## src/rtl/mac_seq_pkg.sv

```systemverilog
// mac_seq_pkg: shared types and sizing constants for the MAC tile sequencer.
package mac_seq_pkg;

    localparam int NB_TAPS_DEF  = 18;
    localparam int NB_BEATS_DEF = 9;
    localparam int MAC_SEL_W    = 5;

    typedef enum logic [1:0] {
        IDLE  = 2'd0,
        FILL  = 2'd1,
        RUN   = 2'd2,
        FLUSH = 2'd3
    } seq_state_e;

endpackage

```

## src/rtl/mac_seq_issue.sv

```systemverilog
// mac_seq_issue: tap issue counter plus the one-cycle delay that lines the MAC
// controls up with the kernel SRAM read latency.
//  - stage 1 drives kernel_re / kernel address for NB_TAPS consecutive cycles
//  - stage 2 replays stage 1 one cycle later as mac_valid / select / accumulate
//  - output_we follows the final mac_valid by one cycle
module mac_seq_issue
    import mac_seq_pkg::*;
#(
    parameter int NB_TAPS       = NB_TAPS_DEF,
    parameter int KERNEL_HEIGHT = 128
) (
    input  logic                             clk,
    input  logic                             arst_n_in,
    input  logic                             i_launch,
    input  logic [$clog2(KERNEL_HEIGHT)-1:0] i_base,
    output logic                             o_kernel_re,
    output logic [$clog2(KERNEL_HEIGHT)-1:0] o_kernel_addr,
    output logic                             o_last_issue,
    output logic                             o_busy,
    output logic                             o_mac_valid,
    output logic [MAC_SEL_W-1:0]             o_mac_sel,
    output logic                             o_mac_acc,
    output logic                             o_output_we
);

    localparam int ADDR_W = $clog2(KERNEL_HEIGHT);
    localparam int TAP_W  = $clog2(NB_TAPS);

    localparam logic [TAP_W-1:0]     TAP_LAST  = TAP_W'(NB_TAPS - 1);
    localparam logic [ADDR_W-1:0]    ADDR_LAST = ADDR_W'(KERNEL_HEIGHT - 1);
    localparam logic [MAC_SEL_W-1:0] SEL_LAST  = MAC_SEL_W'(NB_TAPS - 1);

    logic                 r_re;
    logic [TAP_W-1:0]     r_tap;
    logic [ADDR_W-1:0]    r_addr;
    logic                 r_mv;
    logic [MAC_SEL_W-1:0] r_sel;
    logic                 r_acc;
    logic                 r_owe;

    logic                 w_tap_last;
    logic [ADDR_W-1:0]    w_addr_next;

    assign w_tap_last  = r_re && (r_tap == TAP_LAST);
    // Wrap explicitly so non-power-of-two kernel depths also roll over to 0.
    assign w_addr_next = (r_addr == ADDR_LAST) ? '0 : r_addr + ADDR_W'(1);

    // Stage 1: tap counter and kernel read address; address parks at 0 when idle.
    always_ff @(posedge clk or negedge arst_n_in) begin
        if (!arst_n_in) begin
            r_re   <= 1'b0;
            r_tap  <= '0;
            r_addr <= '0;
        end else if (i_launch) begin
            r_re   <= 1'b1;
            r_tap  <= '0;
            r_addr <= i_base;
        end else if (w_tap_last) begin
            r_re   <= 1'b0;
            r_tap  <= '0;
            r_addr <= '0;
        end else if (r_re) begin
            r_tap  <= r_tap + TAP_W'(1);
            r_addr <= w_addr_next;
        end
    end

    // Stage 2: MAC controls trail the SRAM read by one cycle; select holds when idle.
    always_ff @(posedge clk or negedge arst_n_in) begin
        if (!arst_n_in) begin
            r_mv  <= 1'b0;
            r_sel <= '0;
            r_acc <= 1'b0;
            r_owe <= 1'b0;
        end else begin
            r_mv  <= r_re;
            r_acc <= r_re && (r_tap != '0);
            r_owe <= r_mv && (r_sel == SEL_LAST);
            if (r_re) begin
                r_sel <= MAC_SEL_W'(r_tap);
            end
        end
    end

    assign o_kernel_re   = r_re;
    assign o_kernel_addr = r_addr;
    assign o_last_issue  = w_tap_last;
    assign o_busy        = r_re | r_mv;
    assign o_mac_valid   = r_mv;
    assign o_mac_sel     = r_sel;
    assign o_mac_acc     = r_acc;
    assign o_output_we   = r_owe;

endmodule

```

## src/rtl/mac_tile_sequencer.sv

```systemverilog
// mac_tile_sequencer: loads feature beats into the Next_Feature prefetch buffer,
// copies it to Feature, and issues one kernel tap per cycle for every tile.
// Build macro MAC_SEQ_STALL_CNT_EN adds the prefetch-underrun counter on
// stall_cycles; without it stall_cycles is tied to 0.
//
// state | meaning
// IDLE  | waiting for start
// FILL  | loading the first tile, nothing issued yet
// RUN   | issuing taps, prefetching the following tile in parallel
// FLUSH | last tap issued, waiting for the final output_we
module mac_tile_sequencer
    import mac_seq_pkg::*;
#(
    parameter int NB_TAPS       = NB_TAPS_DEF,
    parameter int KERNEL_HEIGHT = 128,
    parameter int TILE_CNT_W    = 16
) (
    input  logic                             clk,
    input  logic                             arst_n_in,
    input  logic                             start,
    input  logic [TILE_CNT_W-1:0]            tile_count,
    input  logic [$clog2(KERNEL_HEIGHT)-1:0] kernel_base,
    output logic                             running,
    output logic                             done,
    input  logic                             a_valid,
    output logic                             a_ready,
    output logic [NB_TAPS/2-1:0]             nf_we,
    output logic                             feature_we,
    output logic                             kernel_re,
    output logic [$clog2(KERNEL_HEIGHT)-1:0] kernel_read_addr,
    output logic [MAC_SEL_W-1:0]             mux18_select,
    output logic                             mac_valid,
    output logic                             mac_accumulate_internal,
    output logic                             output_we,
    output logic [15:0]                      stall_cycles
);

    localparam int NB_BEATS = NB_TAPS / 2;
    localparam int BEAT_W   = $clog2(NB_BEATS);
    localparam int ADDR_W   = $clog2(KERNEL_HEIGHT);

    localparam logic [BEAT_W-1:0] BEAT_LAST = BEAT_W'(NB_BEATS - 1);

    seq_state_e            r_state;
    seq_state_e            w_state_next;

    logic [ADDR_W-1:0]     r_kernel_base;
    logic [BEAT_W-1:0]     r_beat_cnt;
    logic                  r_buf_full;
    logic [TILE_CNT_W-1:0] r_load_left;
    logic [TILE_CNT_W-1:0] r_issue_left;
    logic                  r_zero_done;

    logic                  w_start_acc;
    logic                  w_fill_or_run;
    logic                  w_beat_acc;
    logic                  w_final_beat;
    logic                  w_feature_we;
    logic                  w_busy;
    logic                  w_last_issue;
    logic                  w_output_we;

    assign w_start_acc   = (r_state == IDLE) && start;
    assign w_fill_or_run = (r_state == FILL) || (r_state == RUN);
    assign a_ready       = w_fill_or_run && !r_buf_full && (r_load_left != '0);
    assign w_beat_acc    = a_valid && a_ready;
    assign w_final_beat  = w_beat_acc && (r_beat_cnt == BEAT_LAST);
    assign nf_we         = w_beat_acc ? (NB_BEATS'(1) << r_beat_cnt) : '0;
    // The copy waits for the previous tile's last MAC so Feature is never
    // overwritten under a tap still in flight.
    assign w_feature_we  = w_fill_or_run && r_buf_full && !w_busy;
    assign feature_we    = w_feature_we;

    assign running = (r_state != IDLE);
    assign done    = r_zero_done | ((r_state == FLUSH) && w_output_we);

    // State register.
    always_ff @(posedge clk or negedge arst_n_in) begin
        if (!arst_n_in) begin
            r_state <= IDLE;
        end else begin
            r_state <= w_state_next;
        end
    end

    // Next-state decode.
    always_comb begin
        w_state_next = r_state;
        unique case (r_state)
            IDLE: begin
                if (start && (tile_count != '0)) begin
                    w_state_next = FILL;
                end
            end
            FILL: begin
                if (r_buf_full) begin
                    w_state_next = RUN;
                end
            end
            RUN: begin
                if (w_last_issue && (r_issue_left == '0)) begin
                    w_state_next = FLUSH;
                end
            end
            FLUSH: begin
                if (w_output_we) begin
                    w_state_next = IDLE;
                end
            end
            default: w_state_next = IDLE;
        endcase
    end

    // Job bookkeeping: tiles left to load / issue count down to zero, the beat
    // index walks the Next_Feature pairs, and the buffer flag spans final beat
    // to feature copy.
    always_ff @(posedge clk or negedge arst_n_in) begin
        if (!arst_n_in) begin
            r_kernel_base <= '0;
            r_beat_cnt    <= '0;
            r_buf_full    <= 1'b0;
            r_load_left   <= '0;
            r_issue_left  <= '0;
            r_zero_done   <= 1'b0;
        end else if (w_start_acc) begin
            r_kernel_base <= kernel_base;
            r_beat_cnt    <= '0;
            r_buf_full    <= 1'b0;
            r_load_left   <= tile_count;
            r_issue_left  <= tile_count;
            r_zero_done   <= (tile_count == '0);
        end else begin
            r_zero_done <= 1'b0;
            if (w_final_beat) begin
                r_beat_cnt  <= '0;
                r_buf_full  <= 1'b1;
                r_load_left <= r_load_left - TILE_CNT_W'(1);
            end else if (w_beat_acc) begin
                r_beat_cnt  <= r_beat_cnt + BEAT_W'(1);
            end else if (w_feature_we) begin
                r_buf_full   <= 1'b0;
                r_issue_left <= r_issue_left - TILE_CNT_W'(1);
            end
        end
    end

    mac_seq_issue #(
        .NB_TAPS       (NB_TAPS),
        .KERNEL_HEIGHT (KERNEL_HEIGHT)
    ) u_issue (
        .clk           (clk),
        .arst_n_in     (arst_n_in),
        .i_launch      (w_feature_we),
        .i_base        (r_kernel_base),
        .o_kernel_re   (kernel_re),
        .o_kernel_addr (kernel_read_addr),
        .o_last_issue  (w_last_issue),
        .o_busy        (w_busy),
        .o_mac_valid   (mac_valid),
        .o_mac_sel     (mux18_select),
        .o_mac_acc     (mac_accumulate_internal),
        .o_output_we   (w_output_we)
    );

    assign output_we = w_output_we;

`ifdef MAC_SEQ_STALL_CNT_EN
    logic [15:0] r_stall_cnt;
    logic        w_stall;

    // A tile is due for issue but its beats have not all arrived.
    assign w_stall = w_fill_or_run && !w_busy && !r_buf_full && (r_issue_left != '0);

    // Saturating underrun counter, cleared when a job is accepted.
    always_ff @(posedge clk or negedge arst_n_in) begin
        if (!arst_n_in) begin
            r_stall_cnt <= '0;
        end else if (w_start_acc) begin
            r_stall_cnt <= '0;
        end else if (w_stall && (r_stall_cnt != 16'hFFFF)) begin
            r_stall_cnt <= r_stall_cnt + 16'd1;
        end
    end

    assign stall_cycles = r_stall_cnt;
`else
    assign stall_cycles = 16'h0000;
`endif

endmodule

```

## config.mk

```make
export PLATFORM = sky130hd
export DESIGN_NAME = mac_tile_sequencer
export DESIGN_NICKNAME = d
export VERILOG_FILES = /design/src/rtl/mac_seq_pkg.sv /design/src/rtl/mac_seq_issue.sv /design/src/rtl/mac_tile_sequencer.sv
export SDC_FILE = /design/constraint.sdc
export NUM_CORES = 1
export LEC_CHECK = 0
export ABC_AREA = 1
export CAP_MARGIN = 30
export CORE_MARGIN = 5
export CORE_UTILIZATION = 50
export CTS_BUF_LIST = sky130_fd_sc_hd__clkbuf_16
export DETAILED_ROUTE_END_ITERATION = 8
export PLACE_DENSITY = 0.75
export SLEW_MARGIN = 20
export SYNTH_ARGS = -nofsm -noshare
export SYNTH_HDL_FRONTEND = slang
export SYNTH_SLANG_ARGS = --single-unit
```

## constraint.sdc

```tcl
create_clock -name clk -period 3.6 [get_ports clk]
set_input_delay 0.54 -clock clk [delete_from_list [all_inputs] [get_ports clk]]
set_output_delay 0.54 -clock clk [all_outputs]
set_load 0.005 [all_outputs]
```

Yosys cells after proc, flatten, opt, wreduce, memory -nomap -nowiden
Cells that the tools add are included.

Input port bits: 27. Memories kept: 0. Memory bits (writable): 0. Bits in latches: 0. ROM bits: 0. Register bits after elaboration: 68.

Magnitude comparators: 0. Shift-type cells: 1. Mux-type cells: 29. Add/sub/neg operators: 5. Reductions and logical operators: 32. Divide/modulo/power cells: 0. Bitwise gates (word level): 2. Multipliers: 0. Eq/ne operators: 14.

Operators with widths (number): $mux W16 (6); $logic_not A16 Y1 (2); $reduce_bool A16 Y1 (2); $sub A16 B1 Y16 const B (2); $mux W7 (4); $mux W5 (3); $logic_and A1 B1 Y1 (13); $mux W4 (3); $eq A5 B5 Y1 const B (2); $mux W9 (1); $reduce_bool A3 Y1 (3); $shl A1 B4 Y9 const A (1); $mux W2 (4); $pmux W2 S4 (1); $reduce_bool A2 Y1 (4); $add A7 B1 Y7 const B (1); $eq A7 B7 Y1 const B (1); $mux W1 (7); $ne A2 B1 Y1 const B (3); $ne A2 B2 Y1 const B (3); $add A5 B1 Y5 const B (1); $reduce_bool A5 Y1 (1); $add A4 B1 Y4 const B (1); $eq A2 B2 Y1 const B (2); 10 further kinds (12).

Logic depth before layout (Yosys ltp)
Depth after elaboration: 8. Depth in mapped cells: 12. Mapped depth without buffers: 12.

By module
A second synthesis with hierarchy kept.

Cell total of the unflattened synthesis: 618. Area, all modules: 4463.0 um2.

By module, submodules not included: mac_tile_sequencer (times used 1, cells each 500, area each 3409.5 um2, seq. area each 1176.1 um2); mac_seq_issue (times used 1, cells each 118, area each 1053.5 um2, seq. area each 525.5 um2).

Worst setup path before layout
Ideal clock, no wire load.

Kind: register to output. Start: register r_state[0]. End: output port nf_we[8]. Stages on the path, launching flop included: 8. Data arrival time: 1.366 ns. Path slack: 1.694 ns. Path through: dfrtp_1 -> inv_1 -> ha_1 -> nand2_1 -> inv_1 -> nand4_4 -> buf_4 -> inv_1.

Cells in the longest elaborated chain, start to end: 6. Elaborated cells between the ends (all ways): 7. Classes of those cells: eq/ne: 2; mux: 1; reduce/logical: 4.

Ends and longest elaborated chain: start, declared (line mac_tile_sequencer.sv:44) `seq_state_e r_state;`; start signal, assigned (line mac_tile_sequencer.sv:82) `r_state <= w_state_next;`; $eq A2 B1 Y1 / $eq A2 B2 Y1 (equally long branches) (line mac_tile_sequencer.sv:64) `assign w_fill_or_run = (r_state == FILL) || (r_state == RUN);`; $logic_or A1 B1 Y1 (*) (line mac_tile_sequencer.sv:64); $logic_and A1 B1 Y1 (*) (2 in a row) (line mac_tile_sequencer.sv:65) `assign a_ready = w_fill_or_run && !r_buf_full && (r_load_left != '0);`; $logic_and A1 B1 Y1 (*) (line mac_tile_sequencer.sv:66) `assign w_beat_acc = a_valid && a_ready;`; $mux W9 (*) (line mac_tile_sequencer.sv:68) `assign nf_we = w_beat_acc ? (NB_BEATS'(1) << r_beat_cnt) : '0;`; end, declared (line mac_tile_sequencer.sv:27) `output logic [NB_TAPS/2-1:0] nf_we,`.

Mark *: on every way between the ends. The rest lies on a longest branch, timed or not.

Final worst setup path
Ends and elaborated chain as after synthesis.

==> metrics.txt <==
setup slack after placement 0.918 ns; Synth Instances 632; number of setup buffers added after CTS 0; GRT Util Overall 0.208; Worst slew margin 0.470; max-cap violation count 0; # DRC 0; post-layout power 4060 uW; initial standard-cell utilization of the core 0.515; DP Wirelength between 8000 and 9000 um; area added between synthesis and finish 19.3%; Seq cells post-synth 68; largest vdd supply drop ~0.32 mV; DR iter-0 viols 229; unrepaired setup endpoints after global routing no; GPL Wtd Cong 0.878; global-route congestion overflow total 0; final hold viol count 0; sequential share of the synthesized area 0.379; transition time at the pin with the least slew margin 0.795 ns; wire length of the first global-routing pass 19000 um; critical path startpoint category flop; DRT Pass-1 Iters 5; Clock Path Buffers 2; required time of the critical path 3.06 ns; per-cell via count in the routed design around 5.3; CTS Hold Buffers Added 0; via count 4242; Critical Path Fanout Max 22; FP Rows 34; Data arrival, critical path 2.52 ns; number of antenna violations at the first check in global routing 0; number of gates resized after CTS 0; count of buffers from port buffering 55; Crit Path Category reg2out; area of the mapped netlist 4490 um^2; routed length per instance 14.2 um; area of the placeable core about 8700 um^2; nature of the critical path endpoint output pin; most frequently used flop master after synthesis sky130_fd_sc_hd__dfrtp_1; number of unique standard cell types used by synthesis 38; power density normalized to cell area ~760 nW/um^2; worst setup margin about 0.54 ns; clock net sink count 68; Static Leakage approximately 0.0027 uW; total count of max-transition violations in the final report 0; count of pins on the block boundary 72; die span in y 105 um; area of the die 11000 um^2; leading cell types in the layout, fill and taps excluded sky130_fd_sc_hd__nand2_1 (215), sky130_fd_sc_hd__nor2_1 (72), sky130_fd_sc_hd__dfrtp_1 (68); largest net degree at the start of global routing 35; synthesized area per cell 7.10 um^2; clock slew seen by the registers of the worst setup and hold paths roughly 0.06 ns; Worst Hold Class in2async; clock root buffer sky130_fd_sc_hd__clkbuf_16; wire length after detailed routing 11300 um; ratio of cells with drive above 1 in the final layout 0.0725; part of the cycle the worst path needs 0.851; H-tree lvl count 3; number of enable-type register cells in the synthesized netlist 0; synthesis warning total 0; share of async-settable or async-resettable flops after synthesis 1.00; width of the die between 100 and 150 um; skew final 0.00544 ns; clock tree from TritonCTS done; number of global-route vias before repair 4148; Antenna Cells 0; number of endpoints failing setup at the final stage 0; time the worst path needs with I/O delays and setup slightly above 3 ns; non-filler cells in the finished layout between 700 and 800; max frequency roughly 330 MHz; outcome complete, no violations; Clk Latency, worst-skew pair approximately 0.34 ns; total clock buffers created by CTS 9; number of nets with antenna violations after detailed routing 0; sum of negative setup slack 0 ns; commonest non-fill, non-tap cell in the layout sky130_fd_sc_hd__nand2_1; post-placement cell count 782; number of nets at the end of the flow 729
## cell usage after synthesis (4+ instances only)
library cell,instances,area [um^2]
sky130_fd_sc_hd__o211ai_1,5,37.5
sky130_fd_sc_hd__nor2_1,72,270
sky130_fd_sc_hd__inv_1,63,236
sky130_fd_sc_hd__buf_4,19,143
sky130_fd_sc_hd__nand4_1,9,56.3
sky130_fd_sc_hd__o21ai_0,26,130
sky130_fd_sc_hd__nand2_1,215,807
sky130_fd_sc_hd__xor2_1,10,87.6
sky130_fd_sc_hd__buf_2,5,25.0
sky130_fd_sc_hd__clkbuf_1,6,22.5
sky130_fd_sc_hd__inv_2,4,15.0
sky130_fd_sc_hd__nor2_4,4,45.0
sky130_fd_sc_hd__nand2_4,4,45.0
sky130_fd_sc_hd__nand3_1,60,300
sky130_fd_sc_hd__dfrtp_1,68,1700
sky130_fd_sc_hd__ha_1,17,213
sky130_fd_sc_hd__a21oi_1,7,35.0
sky130_fd_sc_hd__nor4_1,6,37.5
## report_power, final
group	switching [uW]	internal, uW
Clock	350	604
Sequential	296	1030
Combinational	1120	670
## cell type report
cell class	instances	area [um^2]
Multi-Input combinational cell	479	2370
Clock inverter	7	90.1
Tap cell	108	135
Sequential cell	68	1700
Clock buffer	9	225
Timing Repair Buffer	60	583
Inverter	67	251
Fill cell	781	3370
## cell families after synthesis
family / after synthesis / share of synthesized area
flip-flops: 68 / 0.379
adder cells (fa/ha/maj): 17 / 0.0474
AO/OA/AOI/OAI: 48 / 0.0636
buffers and inverters: 100 / 0.106
AND/OR/NAND/NOR: 387 / 0.382
other: 1 / 0.000836
XOR/XNOR: 11 / 0.0215
## per-layer routing
layer | GRT usage | routed length [um] | vias to the layer above
li1 | - | - | 2084
met1 | 0.270 | 4950 | 1988
met2 | 0.340 | 5390 | 146
met3 | 0.0376 | 695 | 24
met4 | 0.0904 | 293 | 0
met5 | 0 | 0 | -
## state kept, by name, summed over array words and instances, names as in the netlist
name                   count
u_issue.o_mac_acc          1
r_state                    2
u_issue.o_mac_sel          5
r_issue_left              16
r_load_left               16
r_beat_cnt                 4
u_issue.o_kernel_addr      7
r_zero_done                1
r_kernel_base              7
u_issue.o_output_we        1
u_issue.o_mac_valid        1
u_issue.o_kernel_re        1
u_issue.r_tap              5
r_buf_full                 1
## critical path, stage by stage (launching register included)
cell	delay, ns
sky130_fd_sc_hd__dfrtp_1	0.40
sky130_fd_sc_hd__inv_1	0.10
sky130_fd_sc_hd__ha_1	0.37
sky130_fd_sc_hd__nand2_1	0.12
sky130_fd_sc_hd__inv_1	0.16
sky130_fd_sc_hd__nand4_4	0.36
sky130_fd_sc_hd__inv_1	0.15
sky130_fd_sc_hd__clkdlybuf4s50_1	0.51
## metrics by stage
stage	area [um^2]	util	hold WS (ns)
3_3_place_gp	5040	0.578	0.453
5_1_grt	5350	0.614	0.344
6_report	5350	0.614	0.290
2_1_floorplan	4540	-	0.244
4_1_cts	5350	0.614	0.304
3_5_place_dp	5040	0.578	0.465
## worst paths after layout
check / from / cells past startpoint / endpoint / slack [ns]
min in group clk: u_issue.o_mac_sel[2] / 1 / u_issue.o_output_we / 0.48
worst min register to register: u_issue.o_mac_sel[2] / 1 / u_issue.o_output_we / 0.48
worst max register to register: r_state[0] / 9 / r_load_left[3] / 1.38
worst min-delay path: arst_n_in / 1 / u_issue.r_tap[3] / 0.29
worst max-delay path: r_state[0] / 7 / nf_we[8] / 0.54
max in group asynchronous: arst_n_in / 2 / r_issue_left[12] / 2.53
Power figures use the tool's default switching activity.
